$ cat config.mk
export PLATFORM = sky130hd
export DESIGN_NAME = imem_loader
export DESIGN_NICKNAME = d
export VERILOG_FILES = /design/src/rtl/imem_loader.sv
export SDC_FILE = /design/constraint.sdc
export NUM_CORES = 2
export LEC_CHECK = 0
export BUFFER_PORTS_ARGS = -buffer_cell sky130_fd_sc_hd__buf_4
export CAP_MARGIN = 15
export CORE_MARGIN = 4
export CORE_UTILIZATION = 57
export DETAILED_ROUTE_END_ITERATION = 16
export PLACE_DENSITY = 0.78
export SYNTH_ARGS = -nofsm -noshare
export SYNTH_HDL_FRONTEND = slang
export SYNTH_SLANG_ARGS = --single-unit
$ cat constraint.sdc
create_clock -name clk -period 3.2 [get_ports clk]
set_input_delay 0.32 -clock clk [delete_from_list [all_inputs] [get_ports clk]]
set_output_delay 0.32 -clock clk [all_outputs]
set_load 0.005 [all_outputs]
$ cat src/rtl/imem_loader.sv
// Run-time loadable instruction memory: byte-serial loader plus a registered one-cycle fetch port.
// Optional IMEM_FAULT_EN flags misaligned or out-of-range fetches and returns a NOP for them.
module imem_loader #(
  parameter int DATA_W = 32,
  parameter int DEPTH  = 64,
  parameter int ADDR_W = 32
) (
  input  logic                     clk,
  input  logic                     rst_n,
  input  logic                     load_start,
  input  logic                     load_valid,
  input  logic [7:0]               load_byte,
  input  logic                     load_done,
  output logic [$clog2(DEPTH):0]   loaded_words,
  input  logic                     fetch_valid,
  input  logic [ADDR_W-1:0]        fetch_addr,
  output logic                     fetch_ready,
  output logic [DATA_W-1:0]        instr,
  output logic                     instr_valid,
  output logic                     fault
);

  localparam int BYTES = DATA_W / 8;
  localparam int OFF_W = (BYTES > 1) ? $clog2(BYTES) : 0;
  localparam int IDX_W = $clog2(DEPTH);
  localparam int PTR_W = IDX_W + 1;
  localparam int CNT_W = $clog2(BYTES) + 1;

  typedef enum logic [1:0] {
    ST_IDLE,
    ST_RUN,
    ST_LOAD
  } state_t;

  state_t              state_reg, state_next;
  logic [DATA_W-1:0]   shift_reg, shift_next;
  logic [CNT_W-1:0]    cnt_reg, cnt_next;
  logic [PTR_W-1:0]    ptr_reg, ptr_next;
  logic                wr_en;
  logic [DATA_W-1:0]   wr_data;
  logic [IDX_W-1:0]    wr_idx;

  logic [DATA_W-1:0]   mem [DEPTH];

  logic [DATA_W-1:0]   instr_reg;
  logic                instr_valid_reg;
  logic                accept;
  logic [IDX_W-1:0]    rd_idx;
  logic                bad_fetch;

  // Loader FSM and byte assembly; the pointer doubles as the saturating word count.
  always_comb begin
    state_next = state_reg;
    shift_next = shift_reg;
    cnt_next   = cnt_reg;
    ptr_next   = ptr_reg;
    wr_en      = 1'b0;
    wr_data    = (shift_reg << 8) | DATA_W'(load_byte);
    wr_idx     = ptr_reg[IDX_W-1:0];
    case (state_reg)
      ST_IDLE: state_next = ST_RUN;
      ST_RUN: begin
        if (load_start) begin
          state_next = ST_LOAD;
          ptr_next   = '0;
          cnt_next   = '0;
          shift_next = '0;
        end
      end
      ST_LOAD: begin
        if (load_start) begin
          ptr_next   = '0;
          cnt_next   = '0;
          shift_next = '0;
        end else if (load_done) begin
          state_next = ST_RUN;
          cnt_next   = '0;
        end else if (load_valid && (ptr_reg != PTR_W'(DEPTH))) begin
          shift_next = wr_data;
          if (cnt_reg == CNT_W'(BYTES - 1)) begin
            wr_en    = 1'b1;
            ptr_next = ptr_reg + 1'b1;
            cnt_next = '0;
          end else begin
            cnt_next = cnt_reg + 1'b1;
          end
        end
      end
      default: state_next = ST_IDLE;
    endcase
  end

  assign fetch_ready  = (state_reg == ST_RUN);
  assign accept       = fetch_valid && fetch_ready;
  assign rd_idx       = fetch_addr[OFF_W +: IDX_W];
  assign loaded_words = ptr_reg;
  assign instr        = instr_reg;
  assign instr_valid  = instr_valid_reg;

`ifdef IMEM_FAULT_EN
  logic misaligned;
  logic out_of_range;
  logic fault_reg;

  generate
    if (OFF_W > 0) begin : g_align
      assign misaligned = |fetch_addr[OFF_W-1:0];
    end else begin : g_no_align
      assign misaligned = 1'b0;
    end
    if (ADDR_W > OFF_W + IDX_W) begin : g_range
      assign out_of_range = |fetch_addr[ADDR_W-1:OFF_W+IDX_W];
    end else begin : g_no_range
      assign out_of_range = 1'b0;
    end
  endgenerate

  assign bad_fetch = misaligned || out_of_range;
  assign fault     = fault_reg;

  always_ff @(posedge clk or negedge rst_n) begin
    if (!rst_n) begin
      fault_reg <= 1'b0;
    end else if (accept) begin
      fault_reg <= bad_fetch;
    end
  end
`else
  logic addr_unused;

  // Offset and high address bits are deliberately ignored; the index wraps.
  assign addr_unused = ^fetch_addr;
  assign bad_fetch   = 1'b0;
  assign fault       = 1'b0;
`endif

  // Storage has no reset so it maps onto block RAM; contents survive a reset.
  always_ff @(posedge clk) begin
    if (wr_en) begin
      mem[wr_idx] <= wr_data;
    end
  end

  always_ff @(posedge clk or negedge rst_n) begin
    if (!rst_n) begin
      state_reg       <= ST_IDLE;
      shift_reg       <= '0;
      cnt_reg         <= '0;
      ptr_reg         <= '0;
      instr_reg       <= '0;
      instr_valid_reg <= 1'b0;
    end else begin
      state_reg       <= state_next;
      shift_reg       <= shift_next;
      cnt_reg         <= cnt_next;
      ptr_reg         <= ptr_next;
      instr_valid_reg <= accept;
      if (accept) begin
        instr_reg <= bad_fetch ? '0 : mem[rd_idx];
      end
    end
  end

endmodule

-- Yosys cells after proc, flatten, opt, wreduce, memory -nomap -nowiden
Memories as Yosys holds them, arrays and structs flattened. A register that Yosys moved wholly into a read port is not among the register bits.
Index checks and enable logic that the tools add are counted.
W data, S select, Z words.
- bits in registers: 37
- latch bits: 0
- RAM bits: 2048
- ROM bits: 0
- output and inout port bits: 42
- logic and storage cells: 57
- memories kept: 1
- memory list (memory ; words ; width ; read ports ; clocked after Yosys merged registers in ; wr ports ; RTL line ; RTL):
    mem ; 64 ; 32 ; 1 ; 1 ; 1 ; 43 ; logic [DATA_W-1:0] mem [DEPTH];
- add/subtract/negate cells: 2
- multipliers: 0
- divide/modulo/power cells: 0
- $lt $le $gt $ge: 0
- equal/unequal tests: 11
- shift operators: 0
- mux-type cells: 28
- bitwise operators: 1
- reduce and logical (&&, ||, !) cells: 9
- operator list (kind ; number):
    $mux W24 ; 4
    $pmux W24 S2 ; 1
    $mux W7 ; 5
    $or A32 B8 Y32 ; 1
    $mux W3 ; 5
    $pmux W7 S2 ; 1
    $ne A3 B3 Y1 const B ; 3
    $add A7 B1 Y7 const B ; 1
    $mux W1 ; 7
    $ne A7 B7 Y1 const B ; 1
    $mux W2 ; 3
    $ne A2 B2 Y1 const B ; 3
    $pmux W2 S3 ; 1
    $pmux W3 S2 ; 1
    $reduce_and A3 Y1 ; 2
    $reduce_and A5 Y1 ; 1
    $ne A4 B4 Y1 const B ; 1
    $reduce_and A4 Y1 ; 1
    $add A3 B1 Y3 const B ; 1
    $eq A3 B2 Y1 const B ; 1
    $eq A2 B1 Y1 const B ; 1
    $eq A2 B2 Y1 const B ; 1
    $logic_and A1 B1 Y1 ; 2
    $logic_not A2 Y1 ; 1
    2 further kinds ; 2

-- Logic depth before layout (Yosys ltp)
- depth in word-level cells: 8
- mapped depth: 10
- gate-level depth less buffers: 8

-- Worst setup path before layout
Ideal clock, no wire load.
- kind: reg2reg
- start: reg state_reg[0]
- end: mem mem[53][0] (enable)
- library setup time: 421 ps
- arrival: 3076 ps
- data required time: 2779 ps
- path slack: -297 ps
- cell stages (with the launch flop): 8
- buffers on the path: 0
- clock period less this slack: 3497 ps
- cells stage by stage: dfrtp_1 > inv_1 > ha_1 > nor3b_1 > nand2_1 > nor3_1 > nand3_1 > nor2_1
- longest elaborated chain between the ends: 4
- RTL lines (item ; RTL line ; RTL):
    start, declared ; 35 ; state_t state_reg, state_next;
    start signal, assigned ; 153 ; state_reg <= state_next;
    $eq A2 B2 Y1 ; 60 ; case (state_reg)
    $mux W1 ; 60 ;
    $mux W1 ; 139 ; if (wr_en) begin
    $mux W1 (not written as such) ; 140 ; mem[wr_idx] <= wr_data;
    end, declared ; 43 ;
No other way between the ends.

-- Worst setup path after layout
- start: reg state_reg[0]
- end: mem mem[1][5] (enable)
Same word-level chain as after synthesis.

==> metrics.cfg <==
[outcome]
status=completed

[power_and_ir_drop]
p_per_area_nw_per_um2=628
peakVddDrop_mv=0.655
leakage_nw=29.8

[cells_and_area]
seq_area_um2=63300
multi_input_area_um2=16900
drive_gt1_frac=0.251
nFillCells=8409
fin_cells=6135
diodes=0
nets=4146
syn2layout_area_growth_pct=14.2
largest_reg_flops=2048

[yosys]
ys_seq_area_frac=0.783
synth_area_leaders=edfxtp_1 76%, mux4_2 11%, mux2i_1 3.6%
yosys_warnings=0
synth_top_area_frac=0.762
synth.net_count=3851
syn_inst=3798
avgSynthCellArea_um2=21.2
ys_types=47
syn_area_um2=80700
ys_ff_latch=2117
synth_area_leader_cell=edfxtp_1

[timing]
period_needed_ns=3.04
finalSetupTns_ns=0
finalHoldViolCount=0
final.period_utilization=0.950
maxSlewHeadroom=0.207
drv_slew=0
fin_skew_ns=0.0376
tightest_slew_ns=1.19
setup_viol=0
rsz0062_at_grt=no
fmax_ghz=0.329

[worst_hold_path]
hold_path_class=in2async

[global_routing]
antenna_found_initial=4
grt_pass1_vias=41400
grt.total_usage=0.282
grt-ovfl-total=0
grt_first_pass_wirelength_um=297000
grt_max_degree=105

[critical_path]
critPathArrivalTime_ns=3.56
worstSetupPathType=reg2reg
critPathMaxFanout=23
critPathLaunchType=register
worstSetupEndpointType=register
crit_path_cell_trace=inv_2 -> ha_1 -> nor3b_4 -> nand2_2 -> nor3_1 -> buf_4 -> nand2_1 -> nor2_4 -> buf_4
cp_num_buf_inv=3
worst_ep_required_time_ns=3.72
cp_common_cell=buf_4
slowest_delay_ns=0.86
path_delay_family=simple AND/OR/NAND/NOR gates
cp_slowest_cell=nor2_4

[clocking]
clockBufferDepth=3
cts.htree.levels=4
cts_buffers=198
path_clk_slew_ns=0.06
cts_tree=done
root_buffer=clkbuf_16
clock_latency_ns=0.84
cts_sinks=2117

[detailed_routing]
dr.pass1.iters=6
vias=41800
drc=0
post_drt_wl_per_cell_um=33.9
vias_per_cell=6.81
routed_wl_um=208000
postRouteAntennaNets=0
first_iter_violations=6706

[die]
initial_core_util=0.576
ios=88
rows=137
coreArea_um2=140000
die_h_um=384
die_x_um=384
dieArea_um2=148000

[place]
hpwl_um=114000
portBuffers=60
dp_cells=5735
routabilityCongestion=0.832

[run]
cap_viol_max_count=0

==> through the flow <==
| stage | worst slack [ns] | cell area (um2) | hold slack [ns] | utilization | power (mW) |
|---|---|---|---|---|---|
| 2_1_floorplan | -0.297 | 80700 | 0.0244 | - | 33.5 |
| 3_3_place_gp | -0.175 | 85500 | 0.374 | 0.610 | 35.4 |
| 3_5_place_dp | -0.193 | 85500 | 0.378 | 0.610 | 35.5 |
| 4_1_cts | 0.0392 | 91800 | 0.0411 | 0.656 | 57.9 |
| 5_1_grt | 0.0209 | 92100 | 0.0774 | 0.658 | 59.5 |
| 6_report | 0.159 | 92100 | 0.0616 | 0.658 | 57.9 |
==> cell usage after synthesis (all sizes together) <==
master   instances
a2111oi          3
nand4           33
nor3             1
nand2b           2
or2              1
a22oi          160
inv              8
nand4bb          1
and3b            1
nand3b           1
edfxtp        2048
o22ai           65
and2             2
o21bai           1
o2bb2ai          1
and3             1
nor2            78
ha               7
o31ai            2
a21oi           35
a221o           32
nor4             2
xnor2            5
buf            128
o311ai           1
conb             1
nand4b           1
or3b             2
nor2b           38
a2bb2oi          1
mux2i          289
clkbuf          95
mux4           384
dfrtp           69
nand2           93
nand3           72
o21ai           28
a211oi          65
a21o             1
nor3b            2
mux2             2
or3             36
==> layout make-up <==
| cell class | instances | share of cell area |
|---|---|---|
| Sequential cell | 2117 | 0.687 |
| Multi-Input combinational cell | 1460 | 0.184 |
| Clock buffer | 266 | 0.0574 |
| Timing Repair Buffer | 308 | 0.0361 |
| Tap cell | 1876 | 0.0255 |
| Clock inverter | 100 | 0.0105 |
| Inverter | 8 | 0.000326 |
==> final timing paths <==
kind / start / to / slack [ns] / depth (start not counted)
min in group clk: load_byte[7] / mem[20][7] / 0.08 / 1
max in group asynchronous: rst_n / loaded_words[4] / 2.28 / 3
worst min register to register: cnt_reg[2] / cnt_reg[2] / 0.50 / 1
worst max-delay path: state_reg[0] / mem[1][5] / 0.16 / 9
worst min-delay path: rst_n / shift_reg[5] / 0.06 / 2
worst max register to register: state_reg[0] / mem[1][5] / 0.16 / 9
==> layer usage <==
layer,track usage,part of all wire,up-vias
li1,-,-,16500
met1,0.390,0.35,21600
met2,0.440,0.48,3196
met3,0.0685,0.13,468
met4,0.111,0.044,2
met5,0,0.000062,-
==> repair_timing <==
item	CTS	global route
cloned	6	4
hold endpoints to repair	67	0
hold buffers	5	0
setup buffers	0	10
pin swaps	14	6
setup endpoints to repair	103	87
resized for setup	2	7
==> power by group <==
part / leakage, nW / switching, mW / internal, mW
Sequential: 19.6 / 0.595 / 30.8
Clock: 3.04 / 10.2 / 12.6
Combinational: 7.13 / 2.34 / 1.39
==> placed cells by master, fill, tap and decap left out, types with 6 or more instances in the layout <==
cell	n
clkbuf_1	60
o22ai_1	65
nor2_2	11
clkinv_2	29
nand2_1	92
dfrtp_1	44
bufinv_16	11
clkbuf_8	9
inv_1	7
ha_1	7
buf_12	77
o21ai_0	22
a21oi_1	35
a22oi_1	160
dfrtp_2	25
buf_4	219
edfxtp_1	2048
nand3_1	72
a221o_1	32
or3_1	36
clkbuf_16	198
nor2_4	66
a211oi_1	65
o21ai_1	6
clkinv_1	41
mux4_2	384
nor2_1	11
nand4_1	33
nor2b_1	34
mux2i_1	289
==> cell families (layout without fill, tap and decap cells) <==
logic type / Yosys count / after routing / share of synthesized area
muxes: 675 / 675 / 0.143
adders and majority gates: 7 / 7 / 0.00109
DFF: 2117 / 2117 / 0.783
xor gates and xnor gates: 5 / 5 / 0.000543
and+or+nand+nor: 367 / 377 / 0.0223
buffers and inverters: 231 / 682 / 0.0144
other: 1 / 1 / 0.0000465
AOI/OAI and AO/OA: 395 / 395 / 0.0349
No activity file was read; power rests on OpenSTA's default activity.
